File: config.mk
export PLATFORM = sky130hd
export DESIGN_NAME = pipe_datapath_flat
export DESIGN_NICKNAME = d
export VERILOG_FILES = /design/src/rtl/pipe_datapath_if.sv /design/src/rtl/pipe_datapath.sv /design/src/flat_wrapper.sv
export SDC_FILE = /design/constraint.sdc
export NUM_CORES = 2
export LEC_CHECK = 0
export ABC_AREA = 1
export CORE_MARGIN = 2
export CORE_UTILIZATION = 40
export DETAILED_ROUTE_END_ITERATION = 7
export PLACE_DENSITY_LB_ADDON = 0.05
export SLEW_MARGIN = 40
export SYNTH_ARGS = -nofsm -noshare
export SYNTH_HDL_FRONTEND = slang
export SYNTH_SLANG_ARGS = --single-unit
File: constraint.sdc
create_clock -name clk -period 4.4 [get_ports clk]
set_clock_uncertainty 0.1 [all_clocks]
set_input_delay 0.88 -clock clk [delete_from_list [all_inputs] [get_ports clk]]
set_output_delay 0.88 -clock clk [all_outputs]
set_load 0.01 [all_outputs]
File: src/rtl/pipe_datapath_if.sv
// -----------------------------------------------------------------------------
// pipe_datapath_if
// Groups the issue, handshake and result signals of the three-stage datapath
// into one bundle, so the datapath and whoever drives it share one connection.
//
// Issue side (master -> slave):
//   in_valid  an operation is presented this cycle
//   hold      freeze request from downstream/control
//   rs1, rs2  source register addresses
//   rd        destination register address
//   RegWrite  write the result to rd at writeback
//   ALUsrc    operand 2 select (0 = register rs2, 1 = ImmOp)
//   ALUctrl   ALU operation code
//   ImmOp     immediate operand
// Result side (slave -> master):
//   in_ready  the pipeline accepts an issue this cycle
//   out_valid ALUout/EQ carry a completed operation
//   ALUout    registered result of the completed operation
//   EQ        registered (op1 == op2) of the completed operation
//   a0        committed contents of the mirrored register
// -----------------------------------------------------------------------------
interface pipe_datapath_if #(
  parameter int A_WIDTH = 5,
  parameter int D_WIDTH = 32
);

  logic               in_valid;
  logic               hold;
  logic               in_ready;
  logic [A_WIDTH-1:0] rs1;
  logic [A_WIDTH-1:0] rs2;
  logic [A_WIDTH-1:0] rd;
  logic               RegWrite;
  logic               ALUsrc;
  logic [2:0]         ALUctrl;
  logic [D_WIDTH-1:0] ImmOp;
  logic               out_valid;
  logic [D_WIDTH-1:0] ALUout;
  logic               EQ;
  logic [D_WIDTH-1:0] a0;

  // The driver of operations (testbench or upstream control)
  modport master (
    output in_valid, hold, rs1, rs2, rd, RegWrite, ALUsrc, ALUctrl, ImmOp,
    input  in_ready, out_valid, ALUout, EQ, a0
  );

  // The datapath itself
  modport slave (
    input  in_valid, hold, rs1, rs2, rd, RegWrite, ALUsrc, ALUctrl, ImmOp,
    output in_ready, out_valid, ALUout, EQ, a0
  );

endinterface

File: src/rtl/pipe_datapath.sv
// -----------------------------------------------------------------------------
// pipe_datapath
// Three-stage register-file/ALU pipeline: ISSUE (register read, forwarding,
// operand mux), EX (ALU), WB (output register and register-file write).
// Dependent back-to-back operations never stall; results are forwarded from
// EX (live ALU output) and from WB.
//
// Ports:
//   clk  single clock, all state updates on the rising edge
//   rst  synchronous active-high reset
//   bus  pipe_datapath_if.slave carrying issue inputs and result outputs
// -----------------------------------------------------------------------------
module pipe_datapath #(
  parameter int A_WIDTH = 5,
  parameter int D_WIDTH = 32,
  parameter int A0_IDX  = 10
) (
  input  logic           clk,
  input  logic           rst,
  pipe_datapath_if.slave bus
);

  localparam int NREGS = 2 ** A_WIDTH;
  localparam int SH_W  = $clog2(D_WIDTH);
  localparam logic [A_WIDTH-1:0] A0_ADDR = A0_IDX[A_WIDTH-1:0];

  typedef enum logic [2:0] {
    ALU_ADD = 3'b000,
    ALU_SUB = 3'b001,
    ALU_AND = 3'b010,
    ALU_OR  = 3'b011,
    ALU_XOR = 3'b100,
    ALU_SLL = 3'b101,
    ALU_SRL = 3'b110,
    ALU_SLT = 3'b111
  } aluOp_t;

  logic [D_WIDTH-1:0] regs_q [NREGS];

  logic               exValid_q;
  logic               exRegWrite_q;
  logic [A_WIDTH-1:0] exRd_q;
  aluOp_t             exCtrl_q;
  logic [D_WIDTH-1:0] exOp1_q;
  logic [D_WIDTH-1:0] exOp2_q;

  logic               wbValid_q;
  logic               wbRegWrite_q;
  logic [A_WIDTH-1:0] wbRd_q;
  logic [D_WIDTH-1:0] wbResult_q;
  logic               wbEq_q;

  logic [D_WIDTH-1:0] wbResult_d;
  logic               wbEq_d;

  logic               issue;
  logic               advance;
  logic [D_WIDTH-1:0] op1;
  logic [D_WIDTH-1:0] op2Reg;
  logic [D_WIDTH-1:0] op2;

  assign bus.in_ready = !bus.hold && !rst;
  assign issue        = bus.in_valid && bus.in_ready;
  assign advance      = !bus.hold;

  // Operand fetch at ISSUE. Each source starts from the register file, is
  // overridden by a matching write sitting in WB, and then by a matching
  // write in EX (the younger value wins). Register 0 is forced to zero last,
  // so a discarded write to x0 can never leak through the forwarding paths.
  always_comb begin
    op1    = regs_q[bus.rs1];
    op2Reg = regs_q[bus.rs2];
    if (wbValid_q && wbRegWrite_q && (wbRd_q == bus.rs1)) begin
      op1 = wbResult_q;
    end
    if (wbValid_q && wbRegWrite_q && (wbRd_q == bus.rs2)) begin
      op2Reg = wbResult_q;
    end
    if (exValid_q && exRegWrite_q && (exRd_q == bus.rs1)) begin
      op1 = wbResult_d;
    end
    if (exValid_q && exRegWrite_q && (exRd_q == bus.rs2)) begin
      op2Reg = wbResult_d;
    end
    if (bus.rs1 == '0) begin
      op1 = '0;
    end
    if (bus.rs2 == '0) begin
      op2Reg = '0;
    end
    op2 = bus.ALUsrc ? bus.ImmOp : op2Reg;
  end

  // EX stage ALU. The result doubles as the WB next-state and as the live
  // forwarding value for the operation currently being issued. Shifts use
  // only the low log2(D_WIDTH) bits of operand 2; SLT is a signed compare.
  always_comb begin
    wbResult_d = '0;
    wbEq_d     = (exOp1_q == exOp2_q);
    case (exCtrl_q)
      ALU_ADD: wbResult_d = exOp1_q + exOp2_q;
      ALU_SUB: wbResult_d = exOp1_q - exOp2_q;
      ALU_AND: wbResult_d = exOp1_q & exOp2_q;
      ALU_OR:  wbResult_d = exOp1_q | exOp2_q;
      ALU_XOR: wbResult_d = exOp1_q ^ exOp2_q;
      ALU_SLL: wbResult_d = exOp1_q << exOp2_q[SH_W-1:0];
      ALU_SRL: wbResult_d = exOp1_q >> exOp2_q[SH_W-1:0];
      ALU_SLT: wbResult_d = {{(D_WIDTH-1){1'b0}},
                             ($signed(exOp1_q) < $signed(exOp2_q))};
      default: wbResult_d = '0;
    endcase
  end

  // EX pipeline register. Hold freezes it entirely; otherwise it takes the
  // newly issued operation, or becomes a bubble when nothing issues.
  always_ff @(posedge clk) begin
    if (rst) begin
      exValid_q    <= 1'b0;
      exRegWrite_q <= 1'b0;
      exRd_q       <= '0;
      exCtrl_q     <= ALU_ADD;
      exOp1_q      <= '0;
      exOp2_q      <= '0;
    end else if (advance) begin
      exValid_q <= issue;
      if (issue) begin
        exRegWrite_q <= bus.RegWrite;
        exRd_q       <= bus.rd;
        exCtrl_q     <= aluOp_t'(bus.ALUctrl);
        exOp1_q      <= op1;
        exOp2_q      <= op2;
      end
    end
  end

  // WB pipeline register, which is also the visible result register. A bubble
  // only clears the valid bit, leaving the last result on ALUout/EQ.
  always_ff @(posedge clk) begin
    if (rst) begin
      wbValid_q    <= 1'b0;
      wbRegWrite_q <= 1'b0;
      wbRd_q       <= '0;
      wbResult_q   <= '0;
      wbEq_q       <= 1'b0;
    end else if (advance) begin
      wbValid_q <= exValid_q;
      if (exValid_q) begin
        wbRegWrite_q <= exRegWrite_q;
        wbRd_q       <= exRd_q;
        wbResult_q   <= wbResult_d;
        wbEq_q       <= wbEq_d;
      end
    end
  end

  // Register file. The WB entry commits on the edge where it leaves WB, so a
  // held operation writes exactly once, at the first edge after release.
  // Reset wins over any pending write, and x0 is never written.
  always_ff @(posedge clk) begin
    if (rst) begin
      for (int i = 0; i < NREGS; i++) begin
        regs_q[i] <= '0;
      end
    end else if (advance && wbValid_q && wbRegWrite_q && (wbRd_q != '0)) begin
      regs_q[wbRd_q] <= wbResult_q;
    end
  end

  assign bus.out_valid = wbValid_q;
  assign bus.ALUout    = wbResult_q;
  assign bus.EQ        = wbEq_q;
  assign bus.a0        = regs_q[A0_ADDR];

endmodule

File: src/flat_wrapper.sv
// flat-port wrapper written by rule: the top's interface ports become plain ports
module pipe_datapath_flat 
#(
  parameter int A_WIDTH = 5,
  parameter int D_WIDTH = 32,
  parameter int A0_IDX  = 10
)
  (clk, rst, bus_in_valid, bus_hold, bus_rs1, bus_rs2, bus_rd, bus_RegWrite, bus_ALUsrc, bus_ALUctrl, bus_ImmOp, bus_in_ready, bus_out_valid, bus_ALUout, bus_EQ, bus_a0);
  pipe_datapath_if #(.A_WIDTH(A_WIDTH), .D_WIDTH(D_WIDTH)) bus_i ();
  input  logic clk;
  input  logic rst;
  input wire logic [$bits(bus_i.in_valid)-1:0] bus_in_valid;
  input wire logic [$bits(bus_i.hold)-1:0] bus_hold;
  input wire logic [$bits(bus_i.rs1)-1:0] bus_rs1;
  input wire logic [$bits(bus_i.rs2)-1:0] bus_rs2;
  input wire logic [$bits(bus_i.rd)-1:0] bus_rd;
  input wire logic [$bits(bus_i.RegWrite)-1:0] bus_RegWrite;
  input wire logic [$bits(bus_i.ALUsrc)-1:0] bus_ALUsrc;
  input wire logic [$bits(bus_i.ALUctrl)-1:0] bus_ALUctrl;
  input wire logic [$bits(bus_i.ImmOp)-1:0] bus_ImmOp;
  output wire logic [$bits(bus_i.in_ready)-1:0] bus_in_ready;
  output wire logic [$bits(bus_i.out_valid)-1:0] bus_out_valid;
  output wire logic [$bits(bus_i.ALUout)-1:0] bus_ALUout;
  output wire logic [$bits(bus_i.EQ)-1:0] bus_EQ;
  output wire logic [$bits(bus_i.a0)-1:0] bus_a0;
  assign bus_i.in_valid = bus_in_valid;
  assign bus_i.hold = bus_hold;
  assign bus_i.rs1 = bus_rs1;
  assign bus_i.rs2 = bus_rs2;
  assign bus_i.rd = bus_rd;
  assign bus_i.RegWrite = bus_RegWrite;
  assign bus_i.ALUsrc = bus_ALUsrc;
  assign bus_i.ALUctrl = bus_ALUctrl;
  assign bus_i.ImmOp = bus_ImmOp;
  assign bus_in_ready = bus_i.in_ready;
  assign bus_out_valid = bus_i.out_valid;
  assign bus_ALUout = bus_i.ALUout;
  assign bus_EQ = bus_i.EQ;
  assign bus_a0 = bus_i.a0;
  pipe_datapath #(.A_WIDTH(A_WIDTH), .D_WIDTH(D_WIDTH), .A0_IDX(A0_IDX)) u_core (.clk(clk), .rst(rst), .bus(bus_i));
endmodule
==> run_results.csv <==
group,metric,value,unit
clock_tree,clock_path_buffers,3,
clock_tree,cts_root_buffer,"clkbuf_16",
logic_synthesis,yosys.cell_types.count,47,
drt,drt_iter0_markers,10300,
finish,finalNetCount,9390,
logic_synthesis,ys.flop_type,"edfxtp_1",
clock_tree,ctsResizeCount,0,
clock_tree,clk_latency,0.84,ns
critical_path,start_kind,"flop",
flow_run,max_cap_viol_count,0,
timing,period_share,0.8690,
logic_synthesis,synth_edf_count,1024,
logic_synthesis,synth_area,70760,um^2
critical_path,crit_type,"flop to flop",
timing,finalMaxSlewViolations,0,
placed_design,gp_congestion,1.032,
clock_tree,hold_buffers,0,
critical_path,reg2reg_depth,14,
floorplanning,die-width,424.6,um
worst_hold_path,min_to,"u_core.bus.out_valid",
drt,vias,71150,
timing,setup_viol,0,
power_and_ir_drop,p_leak,30.08,nW
timing,relSlewSlack,0.3748,
timing,fmax,0.2615,GHz
drt,drc,0,
timing,hold_viol_final,0,
global_routing,grt_max_degree,148,
drt,routedWlPerCell,31.18,um
logic_synthesis,ys_ff_latch,1138,
timing,min_period,3.824,ns
drt,firstDrtPassIters,7,
placed_design,numPortBuffers,122,
drt,drt-total-wl,364.3,mm
global_routing,grt_pass1_vias,65160,
finish,syn2layout_area_growth,13.04,%
clock_tree,cts_sinks,1138,
global_routing,antenna_found_initial,8,
logic_synthesis,yosysSeqAreaShare,0.4668,
status,outcome,"completed",
timing,tightest_slew,0.9378,ns
floorplanning,core,175900,um^2
drt,ant_nets,0,
clock_tree,cts_made_buffers,138,
finish,fillers,17560,
critical_path,r2r-end,"u_core.exOp2_q[10]",
power_and_ir_drop,peakVddDrop,0.0004672,V
drt,viasPerCell,6.089,
critical_path,end_kind,"flop",
global_routing,grt_pass1_wl,506.1,mm
critical_path,worstPathMaxFanout,24,
clock_tree,cts_tree,"yes",
timing,rsz0062_at_grt,"false",
floorplanning,row_count,154,
worst_hold_path,min-delay-start,"u_core.bus.out_valid",
global_routing,grt_usage,0.3947,
floorplanning,die_area,180300,um^2
floorplanning,die_h,424.6,um
global_routing,grt-ovfl-total,0,
clock_tree,post_cts_buffers,0,
critical_path,crit_path_start,"u_core.exOp2_q[0]",
clock_tree,clk_pin_slew,0.06,ns
critical_path,r2r_start,"u_core.exOp2_q[0]",
logic_synthesis,synth_async_sr_flop_share,0,
power_and_ir_drop,p_per_area,363.2,nW/um^2
finish,drive_gt1_frac,0.07507,
critical_path,worstPathArrival,4.48,ns
placed_design,place_hpwl,246.6,mm
floorplanning,initial_core_util,0.4022,
timing,finalSetupTns,0,ns
floorplanning,ioPinCount,123,
worst_hold_path,hold_depth,2,
logic_synthesis,postSynthAreaPerCell,7.588,um^2
critical_path,critPathRequiredTime,5.05,ns
critical_path,ff2ff_setup_slack,0.58,ns
worst_hold_path,hold_path.class,"flop to flop",
logic_synthesis,netlist_instances,9325,
clock_tree,htreeDepth,4,
logic_synthesis,synthesis.yosys.warnings,0,
finish,fin_util,0.4547,
[critical path, stage by stage, from the launching register on]
cell and delay (ns):
dfxtp_1 0.58, buf_4 0.36, buf_4 0.38, nand2_1 0.12
a21oi_1 0.62, inv_1 0.12, nand2_1 0.11, nand3_1 0.22
a21oi_1 0.22, nand2_1 0.12, nand3b_1 0.09, nand2_1 0.25
nand2_1 0.13, nand2_1 0.12, a21oi_1 0.15
[layout by cell type (no fill, tap or decap), types with 4 or more instances in the layout]
| cell | instances |
|---|---|
| clkbuf_1 | 29 |
| and3_1 | 4 |
| nand4_1 | 31 |
| clkdlybuf4s50_1 | 111 |
| xor2_1 | 15 |
| conb_1 | 32 |
| nand3b_1 | 4 |
| clkinv_1 | 34 |
| o21ai_1 | 4 |
| inv_2 | 25 |
| and2_1 | 21 |
| nor3_1 | 31 |
| o21bai_1 | 7 |
| nand2_1 | 2370 |
| clkinv_8 | 5 |
| clkbuf_16 | 141 |
| o21a_1 | 8 |
| clkinv_2 | 18 |
| inv_1 | 537 |
| o22ai_1 | 15 |
| nor4_1 | 5 |
| buf_8 | 4 |
| nor2_1 | 1250 |
| inv_6 | 6 |
| o211ai_1 | 522 |
| nand2_2 | 45 |
| a21oi_1 | 367 |
| ha_1 | 97 |
| buf_12 | 84 |
| inv_8 | 4 |
| a211oi_1 | 10 |
| bufinv_16 | 5 |
| o21ai_0 | 188 |
| a31oi_1 | 12 |
| dfxtp_1 | 112 |
| edfxtp_1 | 1024 |
| buf_4 | 327 |
| nand3_1 | 1788 |
| diode_2 | 7 |
[flip-flops by register name (all words and copies together), names as in the netlist]
name                  count
u_core.exRegWrite_q       1
u_core.wbRegWrite_q       1
u_core.exValid_q          1
u_core.exCtrl_q           3
u_core.bus.ALUout        32
u_core.exRd_q             5
u_core.regs_q          1024
u_core.wbRd_q             5
u_core.bus.EQ             1
u_core.exOp2_q           32
u_core.bus.out_valid      1
u_core.exOp1_q           32
[per-stage QoR]
| step | cells | hold WS, ns | setup slack, ns | cell area [um^2] | power (mW) |
|---|---|---|---|---|---|
| floorplan | 9356 | 0.3534 | 1.056 | 70880 | 15.36 |
| global placement | 11430 | 0.3723 | 0.3012 | 75680 | 17.86 |
| detailed placement | 11430 | 0.3779 | 0.3647 | 75700 | 17.86 |
| CTS | 11680 | 0.3919 | 0.7717 | 79950 | 28.95 |
| global route | 11680 | 0.4182 | 0.5075 | 79970 | 29.79 |
| finish | 11690 | 0.3927 | 0.5763 | 79990 | 29.05 |
[routing by layer]
metal	share of wire	up-vias	global-route usage	routed length, um
met5	0.00013	-	0	47
met4	0.074	6	0.2531	26950
met3	0.10	890	0.07997	36380
met2	0.43	4533	0.5858	156300
met1	0.40	34350	0.5243	144600
li1	-	31360	-	-
[power breakdown]
part / leakage (nW) / switching [mW] / total (mW) / internal [mW]
registers: 11.5 / 0.275 / 12.4 / 12.1
clock network: 2.07 / 5.01 / 11.2 / 6.20
logic: 16.5 / 4.00 / 5.42 / 1.42
[worst max path at each step]
stage	to	slack [ns]	depth (start not counted)
floorplan	u_core.regs_q[28][0]	1.06	9
global route	u_core.exOp2_q[10]	0.51	14
finish	u_core.exOp2_q[10]	0.58	14
global placement	u_core.regs_q[8][21]	0.30	9
CTS	u_core.bus.ALUout[0]	0.77	17
detailed placement	u_core.exOp2_q[11]	0.36	13
[synth_stat cells (3+ instances only)]
library cell,n,share of area
nand4_1,31,0.0027
dfxtp_1,114,0.032
nor4_1,6,0.00053
and3_1,4,0.00035
inv_2,17,0.00090
nand2_1,2415,0.13
and2_1,21,0.0019
edfxtp_1,1024,0.43
buf_6,13,0.0021
xor2_1,15,0.0019
buf_1,86,0.0046
o21ai_0,188,0.013
o21bai_1,7,0.00074
or2_2,3,0.00027
nor3_1,31,0.0022
a31oi_1,12,0.0011
o22ai_1,15,0.0013
o211ai_1,522,0.055
clkbuf_1,290,0.015
ha_1,97,0.017
a21oi_1,368,0.026
a211oi_1,10,0.0011
buf_4,21,0.0022
nor3_2,4,0.00057
o21a_1,8,0.00085
inv_1,553,0.029
nand3_1,1789,0.13
o21ai_1,4,0.00028
nor2_1,1251,0.066
buf_2,381,0.027
nand3b_1,4,0.00042
[kinds of logic (layout without fill, tap and decap cells)]
logic type | count (synthesis) | after routing | synth area share
AO/OA/AOI/OAI | 1140 | 1140 | 0.1008
XOR/XNOR | 16 | 16 | 0.001980
adder cells (fa/ha/maj) | 99 | 99 | 0.01772
buffers and inverters | 1365 | 1347 | 0.08169
flip-flops | 1138 | 1138 | 0.4668
other | 1 | 39 | 0.00005300
AND/OR/NAND/NOR | 5566 | 5566 | 0.3310
[layout make-up]
type,count,area (um^2),area share
multi-input cells,6853,32210,0.4026
clock buffers,171,3651,0.04565
clock inverters,72,601.8,0.007524
repair buffers,531,5351,0.06690
flip-flops and latches,1138,33030,0.4130
inverters,573,2196,0.02745
well taps,2340,2928,0.03660
diodes,7,17.52,0.0002190
Note: power is estimated with default switching activity, not from simulation.
